## config.mk

```make
export PLATFORM = sky130hd
export DESIGN_NAME = uart_tx_arbiter
export DESIGN_NICKNAME = d
export VERILOG_FILES = /design/src/rtl/uart_tx_arbiter_pkg.sv /design/src/rtl/uart_tx_arbiter_cycle_timer.sv /design/src/rtl/uart_tx_arbiter.sv
export SDC_FILE = /design/constraint.sdc
export NUM_CORES = 1
export LEC_CHECK = 0
export CORE_MARGIN = 2
export CORE_UTILIZATION = 59
export DETAILED_ROUTE_END_ITERATION = 16
export GPL_ROUTABILITY_DRIVEN = 0
export PLACE_DENSITY = 0.85
export RECOVER_POWER = 50
export REMOVE_ABC_BUFFERS = 1
export SLEW_MARGIN = 10
export SYNTH_ARGS = -nofsm -noshare
export SYNTH_HDL_FRONTEND = slang
export SYNTH_SLANG_ARGS = --single-unit
```

## constraint.sdc

```tcl
create_clock -name clk -period 5.36 [get_ports clk]
set_clock_uncertainty 0.05 [all_clocks]
set_input_delay 0.804 -clock clk [delete_from_list [all_inputs] [get_ports clk]]
set_output_delay 0.804 -clock clk [all_outputs]
set_load 0.005 [all_outputs]
```

## src/rtl/uart_tx_arbiter_pkg.sv

```systemverilog
// Shared types and defaults for the UART transmit arbiter: FSM encoding,
// default gap/timeout lengths and a constant helper for counter sizing.
package uart_tx_arbiter_pkg;

  typedef enum logic [2:0] {
    ST_IDLE   = 3'd0,
    ST_SEND   = 3'd1,
    ST_SETTLE = 3'd2,
    ST_WAIT   = 3'd3,
    ST_NEXT   = 3'd4,
    ST_GAP    = 3'd5
  } state_t;

  localparam int DEF_GAP_CYCLES = 16;
  localparam int DEF_TIMEOUT    = 50000;

  function automatic int max_int(input int a, input int b);
    return (a > b) ? a : b;
  endfunction

endpackage

```

## src/rtl/uart_tx_arbiter_cycle_timer.sv

```systemverilog
// Clear/enable up-counter that saturates at all-ones; tc is high once the
// count has reached the supplied terminal value.
module cycle_timer #(
  parameter int WIDTH = 8
) (
  input  logic             clk,
  input  logic             rst,
  input  logic             clr,
  input  logic             en,
  input  logic [WIDTH-1:0] term,
  output logic             tc
);

  logic [WIDTH-1:0] count;

  always_ff @(posedge clk or posedge rst) begin
    if (rst) begin
      count <= '0;
    end else if (clr) begin
      count <= '0;
    end else if (en && (count != {WIDTH{1'b1}})) begin
      count <= count + 1'b1;
    end
  end

  assign tc = (count >= term);

endmodule

```

## src/rtl/uart_tx_arbiter.sv

```systemverilog
// Shares one UART transmitter between two byte-stream requesters, granting
// whole frames round-robin with a starvation timeout and an inter-frame gap.
//
//   state  | meaning
//   IDLE   | no frame in flight; grant the next requester when uart is free
//   SEND   | tx_stb high with the captured byte
//   SETTLE | one cycle for the uart to raise tx_busy
//   WAIT   | byte on the wire, hold until tx_busy drops
//   NEXT   | owner may present its next byte; timeout counter runs
//   GAP    | enforced idle time before the next frame may start
module uart_tx_arbiter
  import uart_tx_arbiter_pkg::*;
#(
  parameter int GAP_CYCLES = DEF_GAP_CYCLES,
  parameter int TIMEOUT    = DEF_TIMEOUT
) (
  input  logic       clk,
  input  logic       rst,
  input  logic [7:0] req0_data,
  input  logic       req0_valid,
  input  logic       req0_last,
  output logic       req0_ready,
  input  logic [7:0] req1_data,
  input  logic       req1_valid,
  input  logic       req1_last,
  output logic       req1_ready,
  output logic [7:0] tx_data,
  output logic       tx_stb,
  input  logic       tx_busy,
  output logic       owner,
  output logic       frame_active,
  output logic       abort
);

  localparam int CNT_W = $clog2(max_int(GAP_CYCLES, TIMEOUT) + 1);
  localparam logic [CNT_W-1:0] GAP_TERM = CNT_W'((GAP_CYCLES > 0) ? GAP_CYCLES - 1 : 0);
  localparam logic [CNT_W-1:0] TO_TERM  = CNT_W'(TIMEOUT - 1);

  state_t state;
  logic   last_owner;
  logic   cap_last;
  logic   pick;
  logic   own_valid;
  logic   accept;
  logic   sel_last;
  logic [7:0] sel_data;
  logic   gap_done;
  logic   to_done;

  // Round-robin: a lone requester wins; on a tie the one not served last wins.
  always_comb begin
    pick = 1'b0;
    if (req0_valid && req1_valid) begin
      pick = ~last_owner;
    end else if (req1_valid) begin
      pick = 1'b1;
    end
  end

  assign own_valid = owner ? req1_valid : req0_valid;

  always_comb begin
    req0_ready = 1'b0;
    req1_ready = 1'b0;
    if (!rst) begin
      case (state)
        ST_IDLE: begin
          if (!tx_busy) begin
            req0_ready = req0_valid && !pick;
            req1_ready = req1_valid && pick;
          end
        end
        ST_NEXT: begin
          req0_ready = !owner && req0_valid;
          req1_ready = owner && req1_valid;
        end
        default: begin
          req0_ready = 1'b0;
          req1_ready = 1'b0;
        end
      endcase
    end
  end

  assign accept   = req0_ready || req1_ready;
  assign sel_data = req1_ready ? req1_data : req0_data;
  assign sel_last = req1_ready ? req1_last : req0_last;

  cycle_timer #(.WIDTH(CNT_W)) u_gap_timer (
    .clk  (clk),
    .rst  (rst),
    .clr  (state != ST_GAP),
    .en   (state == ST_GAP),
    .term (GAP_TERM),
    .tc   (gap_done)
  );

  // Counts only idle NEXT cycles; an accept restarts it via the state change.
  cycle_timer #(.WIDTH(CNT_W)) u_to_timer (
    .clk  (clk),
    .rst  (rst),
    .clr  ((state != ST_NEXT) || accept),
    .en   ((state == ST_NEXT) && !own_valid),
    .term (TO_TERM),
    .tc   (to_done)
  );

  always_ff @(posedge clk or posedge rst) begin
    if (rst) begin
      state        <= ST_IDLE;
      tx_stb       <= 1'b0;
      tx_data      <= 8'h00;
      owner        <= 1'b0;
      frame_active <= 1'b0;
      abort        <= 1'b0;
      last_owner   <= 1'b1;
      cap_last     <= 1'b0;
    end else begin
      tx_stb <= 1'b0;
      abort  <= 1'b0;
      case (state)
        ST_IDLE: begin
          if (accept) begin
            tx_data      <= sel_data;
            cap_last     <= sel_last;
            owner        <= req1_ready;
            frame_active <= 1'b1;
            tx_stb       <= 1'b1;
            state        <= ST_SEND;
          end
        end
        ST_SEND:   state <= ST_SETTLE;
        ST_SETTLE: state <= ST_WAIT;
        ST_WAIT: begin
          if (!tx_busy) begin
            state <= cap_last ? ST_GAP : ST_NEXT;
          end
        end
        ST_NEXT: begin
          // A byte arriving on the terminal cycle is still taken.
          if (accept) begin
            tx_data  <= sel_data;
            cap_last <= sel_last;
            tx_stb   <= 1'b1;
            state    <= ST_SEND;
          end else if (to_done) begin
            abort <= 1'b1;
            state <= ST_GAP;
          end
        end
        ST_GAP: begin
          if (gap_done) begin
            frame_active <= 1'b0;
            last_owner   <= owner;
            state        <= ST_IDLE;
          end
        end
        default: state <= ST_IDLE;
      endcase
    end
  end

endmodule

```

# After elaboration in Yosys (flattened, before gate mapping)
# Index checks and enable logic that the tools add are counted.
# W data, S select, Z words.
# totals
register_bits,49
inputBits,23
out_inout_bits,14
word_cells,81
# op_classes
addsub,2
magnitude_cmp,2
n_eq_ne,13
mux,30
bitwise,1
reduce_logical,23
# op_table
op,n
$mux W16,4
$add A16 B1 Y16 const B,2
$ne A16 B16 Y1 const B,2
$pmux W3 S6,1
$ge A16 B16 Y1 const B,1
$ge A16 B4 Y1 const B,1
$mux W1,16
$mux W3,5
$ne A3 B3 Y1 const B,3
$logic_and A1 B1 Y1,8
$mux W8,1
$eq A3 B2 Y1 const B,2
$eq A3 B3 Y1 const B,2
$ne A2 B2 Y1 const B,3
$pmux W1 S2,3
$reduce_and A2 Y1,3
$reduce_bool A2 Y1,3
$reduce_and A4 Y1,1
$eq A3 B1 Y1 const B,1
$logic_not A1 Y1,3
$logic_not A3 Y1,1
$reduce_and A3 Y1,1
$logic_or A1 B1 Y1,2
$reduce_or A2 Y1,1
$not A1 Y1,1

# Depth between registers and ports, before layout
# Gate-level depths: netlist of run 1.
# depth
ltp_word,10
depth_mapped,7
mapped_depth_nobuf,6

# Modules after synthesis
# A second synthesis of run 1 with hierarchy kept.
# hier_totals
cells_unflattened,393
hier_area_um2,3525.9
# by_module_without_submodules
module,n_inst,cells_per_inst,area_each_um2,seq_area_each_um2
cycle_timer,2,152,1287.5,400.4
uart_tx_arbiter,1,89,950.9,426.7

# Worst setup path after synthesis of run 1
# OpenSTA, ideal clock, no wires.
# synth_timing
kind,input to output
startpoint,input port tx_busy
endpoint,output port req1_ready
arrival_ps,1594
t_required_ps,4506
path_slack_ps,2912
stages,4
path_buffers,1
cell_sequence,nor4_1 -> nand3_1 -> o21ai_0 -> buf_4
# synth_via
elab_chain_len,3
# synth_rtl
item,line_no,text
start: declaration,uart_tx_arbiter.sv:29,"input logic tx_busy,"
$mux W1,uart_tx_arbiter.sv:68,if (!tx_busy) begin
$pmux W1 S2,uart_tx_arbiter.sv:66,case (state)
$mux W1,uart_tx_arbiter.sv:65,if (!rst) begin
end: declaration,uart_tx_arbiter.sv:26,"output logic req1_ready,"
# No other way between the ends.

# Final worst setup path of run 1
# Same ends and word-level chain as after synthesis.

==> results.py, run 1 <==
metrics = {
    "route": {
        "drtIter0Drc": 196,
        "vias": 2207,
        "drcViolationCount": 0,
        "drt_pre_antenna_iters": 4,
        "wl_per_cell_um": 15.16,
        "final_antenna_net_count": 0,
        "via_per_inst": 5.901,
        "routed_wl_um": 5668,
    },
    "final_layout": {
        "register_area_mm2": 0.001227,
        "fillCellCount": 352,
        "nets": 346,
        "n_antenna_cell": 0,
        "instances_no_fill": 374,
        "drive_gt1_frac": 0.05280,
        "area_growth_syn_to_layout_pct": 18.05,
        "multiInputGateArea_mm2": 0.001356,
    },
    "floorplan": {
        "die_h_um": 70.99,
        "ioPinCount": 37,
        "core-area_mm2": 0.004324,
        "initial_core_util": 0.6123,
        "die_w_um": 70.99,
        "dieArea_mm2": 0.005039,
        "rows": 24,
    },
    "clock_network": {
        "clockBufferDepth": 2,
        "clk_latency_ns": 0.30,
        "cts_hold_buffers": 0,
        "htree_levels": 2,
        "cts_made_buffers": 5,
        "clk_pin_slew_ns": 0.08,
        "cts_root_buf": "clkbuf_8",
        "cts_tree": "done",
        "cts-resized-gates": 0,
        "cts_sinks": 49,
        "post_cts_buffers": 0,
    },
    "global_routing": {
        "grt_pass1_vias": 2081,
        "grtUsageTotal": 0.2361,
        "overflow": 0,
        "grt_antenna_before_repair": 0,
        "grt_max_degree": 51,
        "grt_pass1_wl_um": 9453,
    },
    "power_and_ir_drop": {
        "combinationalPowerShare": 0.265,
        "p_per_area_mw_per_mm2": 300.2,
        "p_clk_frac": 0.237,
        "switching_share": 0.3033,
        "power_mw": 0.9384,
        "vdd_drop_max_uv": 185.8,
        "leakage_nw": 1.235,
        "intPower_mw": 0.6538,
        "p_sw_mw": 0.2846,
        "power_frac_seq": 0.499,
    },
    "status": {
        "status": "finished with violations",
        "violations": "max-capacitance violations, max-slew violations",
    },
    "synthesis": {
        "synth_top_family_by_area": "simple AND/OR/NAND/NOR gates",
        "synthMuxAreaShare": 0.05813,
        "ys_seq_elements": 49,
        "synth.avg_cell_area_um2": 9.257,
        "yosysTopAreaCell": "dfrtp_1",
        "synth_flop_cell": "dfrtp_1",
        "synth-edff-count": 0,
        "yosysWarnings": 0,
        "synth_xor_area_frac": 0.05955,
        "yosysSeqAreaShare": 0.4636,
        "ys_types": 49,
        "synth.area.top_cells": "dfrtp_1 (45%), nor2_1 (6.0%), mux2i_1 (4.5%), xnor2_1 (4.3%), a21oi_1 (4.0%)",
        "synth_area_mm2": 0.002648,
        "synthSimpleGateAreaFrac": 0.2798,
        "syn-instance-count": 286,
        "synth.top_cell.area_share": 0.4537,
        "synthAdderAreaFrac": 0.009452,
        "synth_compound_area_frac": 0.1068,
        "synthTopCellsByCount": "dfrtp_1 (48), nor2_1 (42), nand2_1 (22)",
        "synth_async_sr_flop_share": 1.000,
        "yosysMostFrequentCell": "dfrtp_1",
    },
    "sta": {
        "hold_slack_ns": 0.4400,
        "drv_slew": 51,
        "min_period_over_period": 0.7271,
        "rsz0062_at_grt": "false",
        "setup_viol": 0,
        "fin_tns_setup_ns": 0,
        "tightest_slew_ns": 1.827,
        "slew_headroom": -0.2192,
        "period_minus_slack_ns": 3.897,
        "hold_violations": 0,
        "fmax_mhz": 256.6,
    },
    "hold_path": {
        "hp-class": "flop to flop",
    },
    "worst_setup_path": {
        "critPathMaxFanout": 10,
        "endpoint_kind": "primary output",
        "start_kind": "input pin",
        "crit_type": "input pin to primary output",
        "worstPathArrival_ns": 3.04,
        "required_ns": 4.51,
    },
    "place": {
        "numPortBuffers": 36,
        "dp_hpwl_um": 3969,
        "dp.cells": 366,
    },
    "flow_run": {
        "cap_violations": 1,
    },
}
## worst paths after layout
kind | startpoint | to | slack (ns) | cells after the start
setup / recovery | tx_busy | req1_ready | 1.46 | 6
hold / removal | frame_active | frame_active | 0.44 | 2
setup reg to reg | state[1] | u_gap_timer.count[15] | 2.45 | 5
hold reg to reg | frame_active | frame_active | 0.44 | 2
max in group asynchronous | rst | u_gap_timer.count[7] | 2.58 | 2
min in group asynchronous | rst | u_to_timer.count[4] | 1.64 | 2
## routing by layer
metal | vias up | GRT usage | wire (µm) | share of wire
met1 | 1055 | 0.2926 | 2456 | 0.43
met2 | 41 | 0.4112 | 2932 | 0.52
met5 | - | 0 | 0 | 0
met3 | 11 | 0.04843 | 182 | 0.032
li1 | 1100 | - | - | -
met4 | 0 | 0.08176 | 96 | 0.017
## cell type report
type                       count  share of cell area
sequential                    49              0.3927
clock buffer                   8             0.02882
tap                           52             0.02082
timing repair buffer          37              0.1177
inverter                       5            0.006005
multi-input combinational    223              0.4339
## layout by cell type, fill, tap and decap left out, types with 2 or more instances in the layout
| cell | n |
|---|---|
| or3_1 | 2 |
| nor3b_1 | 3 |
| xnor2_1 | 13 |
| inv_1 | 5 |
| mux2i_1 | 13 |
| nand4_1 | 8 |
| dlygate4sd3_1 | 13 |
| o22ai_1 | 2 |
| clkdlybuf4s50_1 | 23 |
| o21ai_0 | 10 |
| nand3b_1 | 2 |
| o21a_1 | 2 |
| clkbuf_8 | 6 |
| clkbuf_1 | 2 |
| o211ai_1 | 2 |
| nand4bb_1 | 2 |
| nor2_1 | 42 |
| a31oi_1 | 4 |
| nor2b_1 | 5 |
| nor4_1 | 6 |
| dfrtp_1 | 48 |
| and3_1 | 8 |
| xor2_1 | 5 |
| nand3_1 | 17 |
| ha_1 | 2 |
| nor3_1 | 10 |
| and2_1 | 2 |
| a21oi_1 | 21 |
| nand2_1 | 22 |
## critical path: stages
cell	delay [ns]
dlygate4sd3_1	0.60
nor4_1	0.59
nand3_1	0.17
o21ai_1	0.12
buf_4	0.23
clkdlybuf4s50_1	0.53
## flip-flops by register name, summed over array words and instances, names as in the netlist
signal	flops
tx_stb	1
last_owner	1
owner	1
state	3
tx_data	8
cap_last	1
u_gap_timer.count	16
u_to_timer.count	16
abort	1
frame_active	1
## cells by family (layout without fill, tap and decap cells)
family,after synthesis,after routing
compound gates,48,48
xor+xnor,18,18
fa+ha+maj,2,2
buf+inv,14,50
flops,49,49
mux,14,14
simple gates,141,141
## stage by stage
stage | worst slack, ns | util | instance area, µm²
after floorplan | 2.375 | - | 2606
after global placement | 1.811 | 0.7028 | 3039
after detailed placement | 1.736 | 0.7028 | 3039
after CTS | 1.731 | 0.7237 | 3129
after global routing | 1.424 | 0.7228 | 3126
final | 1.463 | 0.7228 | 3126
## power groups by stage
stage	sequential, mW	combinational, mW	clock [mW]
2_1_floorplan	0.472	0.135	0
3_3_place_gp	0.474	0.257	0
3_5_place_dp	0.478	0.265	0
4_1_cts	0.471	0.265	0.227
5_1_grt	0.476	0.278	0.240
6_report	0.468	0.248	0.222
(Power assumes the default switching activity.)
==> inputs of run 2 (changes only) <==
--- a/config.mk
+++ b/config.mk
@@ -6,10 +6,10 @@
 export NUM_CORES = 1
 export LEC_CHECK = 0
 export CORE_MARGIN = 2
-export CORE_UTILIZATION = 59
+export CORE_UTILIZATION = 49
 export DETAILED_ROUTE_END_ITERATION = 16
 export GPL_ROUTABILITY_DRIVEN = 0
-export PLACE_DENSITY = 0.85
+export PLACE_DENSITY = 0.76
 export RECOVER_POWER = 50
 export REMOVE_ABC_BUFFERS = 1
 export SLEW_MARGIN = 10
==> constraint.sdc (replaced) <==
create_clock -name clk -period 3.3 [get_ports clk]
set_clock_uncertainty 0.05 [all_clocks]
set_input_delay 0.495 -clock clk [delete_from_list [all_inputs] [get_ports clk]]
set_output_delay 0.495 -clock clk [all_outputs]
set_load 0.005 [all_outputs]
==> results.py, run 2 (synthesis gave the netlist of run 1 again) <==
metrics = {
    "status": {
        "status": "finished, final reports clean",
    },
    "route": {
        "drcViolationCount": 0,
        "via_per_inst": 5.597,
        "vias": 2211,
        "final_antenna_net_count": 0,
        "drt_pre_antenna_iters": 4,
        "wl_per_cell_um": 14.42,
        "drtIter0Drc": 129,
        "routed_wl_um": 5694,
    },
    "clock_network": {
        "cts_tree": "done",
        "cts_sinks": 49,
        "cts_root_buf": "clkbuf_8",
        "cts_hold_buffers": 0,
        "cts-resized-gates": 0,
        "clk_latency_ns": 0.31,
        "post_cts_buffers": 0,
        "cts_made_buffers": 5,
        "clk_pin_slew_ns": 0.08,
        "clockBufferDepth": 2,
        "htree_levels": 2,
    },
    "worst_setup_path": {
        "critPathBufInv": 2,
        "r2r_end": "u_to_timer.count[0]",
        "start_kind": "input pin",
        "required_ns": 2.75,
        "critPathMaxFanout": 5,
        "slowest_delay_ns": 0.49,
        "critPathTopFamily": "buffers and inverters",
        "endpoint_kind": "primary output",
        "rrSetupSlack_ns": 1.09,
        "crit_type": "input pin to primary output",
        "r2r_start": "u_to_timer.count[0]",
        "worstPathArrival_ns": 2.37,
        "crit_slowest_cell": "nor4_1",
        "reg2reg_depth": 6,
        "path_cells": "clkdlybuf4s50_1, nor4_1, o21ai_0, o21ai_0, and2_1, clkdlybuf4s50_1",
    },
    "final_layout": {
        "fin_util": 0.6234,
        "most-common-layout-cells": "dfrtp_1 (48), nor2_1 (42), clkdlybuf4s50_1 (29), nand2_1 (22), a21oi_1 (21)",
        "final_common_cell": "dfrtp_1",
        "area_growth_syn_to_layout_pct": 21.79,
        "reg_top3": "u_gap_timer.count x16, u_to_timer.count x16, tx_data x8",
        "drive_gt1_frac": 0.07077,
        "n_antenna_cell": 0,
        "fin_area_mm2": 0.003224,
        "nets": 349,
    },
    "hold_path": {
        "hold_start": "frame_active",
        "hp-class": "flop to flop",
        "hold_path_depth": 2,
        "holdPathEnd": "frame_active",
    },
    "place": {
        "dp_hpwl_um": 4118,
        "place_area_mm2": 0.003084,
        "numPortBuffers": 36,
    },
    "floorplan": {
        "core-area_mm2": 0.005172,
        "initial_core_util": 0.5119,
        "rows": 26,
        "die_w_um": 77.51,
        "dieArea_mm2": 0.006007,
        "die_h_um": 77.51,
        "ioPinCount": 37,
    },
    "sta": {
        "tightest_slew_ns": 1.204,
        "hold_slack_ns": 0.4752,
        "hold_violations": 0,
        "min_period_over_period": 0.8823,
        "slew_headroom": 0.1976,
        "fmax_mhz": 343.5,
        "fin_tns_setup_ns": 0,
        "setup_viol": 0,
        "rsz0062_at_grt": "false",
        "drv_slew": 0,
        "period_minus_slack_ns": 2.911,
    },
    "power_and_ir_drop": {
        "vdd_drop_max_uv": 388.7,
        "p_per_area_mw_per_mm2": 522.1,
        "leakage_nw": 1.275,
    },
    "flow_run": {
        "cap_violations": 0,
    },
    "global_routing": {
        "grt_pass1_wl_um": 9798,
        "grt_antenna_before_repair": 0,
        "grt_max_degree": 50,
        "overflow": 0,
        "grt_pass1_vias": 2207,
        "grtUsageTotal": 0.2030,
    },
}
run 2: changes by cell type in the layout (fill, tap and decap cells not counted), sizes merged:
| cell | before | now |
|---|---|---|
| clkinv | 0 | 1 |
| dlygate4sd3 | 13 | 7 |
| clkbuf | 8 | 6 |
| clkdlybuf4s50 | 23 | 29 |
| buf | 1 | 3 |
| bufinv | 0 | 2 |
run 2: power by group:
group / switching [mW] / total (mW) / leakage [nW] / internal [mW]
registers: 0.0770 / 0.764 / 0.643 / 0.687
clock network: 0.198 / 0.499 / 0.0681 / 0.301
logic: 0.198 / 0.421 / 0.564 / 0.223
run 2: metal layers:
metal	up-vias	part of all wire	GRT usage
li1	1106	-	-
met1	1048	0.45	0.2500
met2	53	0.52	0.3565
met3	4	0.027	0.05116
met4	0	0.0074	0.05000
met5	-	0	0
run 2: worst max path at each step:
| stage | depth (start not counted) | from | slack (ns) | to |
|---|---|---|---|---|
| 2_1_floorplan | 5 | req1_valid | 0.91 | cap_last |
| 3_3_place_gp | 6 | tx_busy | 0.44 | req0_ready |
| 3_5_place_dp | 6 | tx_busy | 0.41 | req0_ready |
| 4_1_cts | 6 | tx_busy | 0.41 | req0_ready |
| 5_1_grt | 6 | tx_busy | 0.22 | req0_ready |
| 6_report | 6 | tx_busy | 0.39 | req0_ready |
run 2: cell type report:
cell class,instances,area [µm²]
Fill cell,429,1948
Multi-Input combinational cell,223,1369
Sequential cell,49,1227
Timing Repair Buffer,40,387.9
Tap cell,70,87.58
Clock buffer,5,68.82
Clock inverter,3,65.06
Inverter,5,18.77
run 2: through the flow:
step           instances  setup WS (ns)  total power [mW]
6_report             395         0.3885             1.684
5_1_grt              395         0.2240             1.780
4_1_cts              395         0.4090             1.711
3_5_place_dp         387         0.4128             1.207
3_3_place_gp         387         0.4408             1.198
2_1_floorplan        277         0.9089            0.9865
run 2: worst reg2reg max path, stage by stage, from the launching register on:
cell and delay [ns]:
dfrtp_1 0.42, ha_1 0.22, nand3_1 0.13, nor3_1 0.66
a21boi_0 0.33, xnor2_1 0.22, nor2_1 0.07
==> inputs of run 3 (changes only) <==
--- a/config.mk
+++ b/config.mk
@@ -12,6 +12,7 @@
 export PLACE_DENSITY = 0.76
 export RECOVER_POWER = 50
 export REMOVE_ABC_BUFFERS = 1
+export SKIP_CTS_REPAIR_TIMING = 1
 export SLEW_MARGIN = 10
 export SYNTH_ARGS = -nofsm -noshare
 export SYNTH_HDL_FRONTEND = slang
==> results of run 3 <==
Final layout, timing and power as in run 2 (identical DEF).
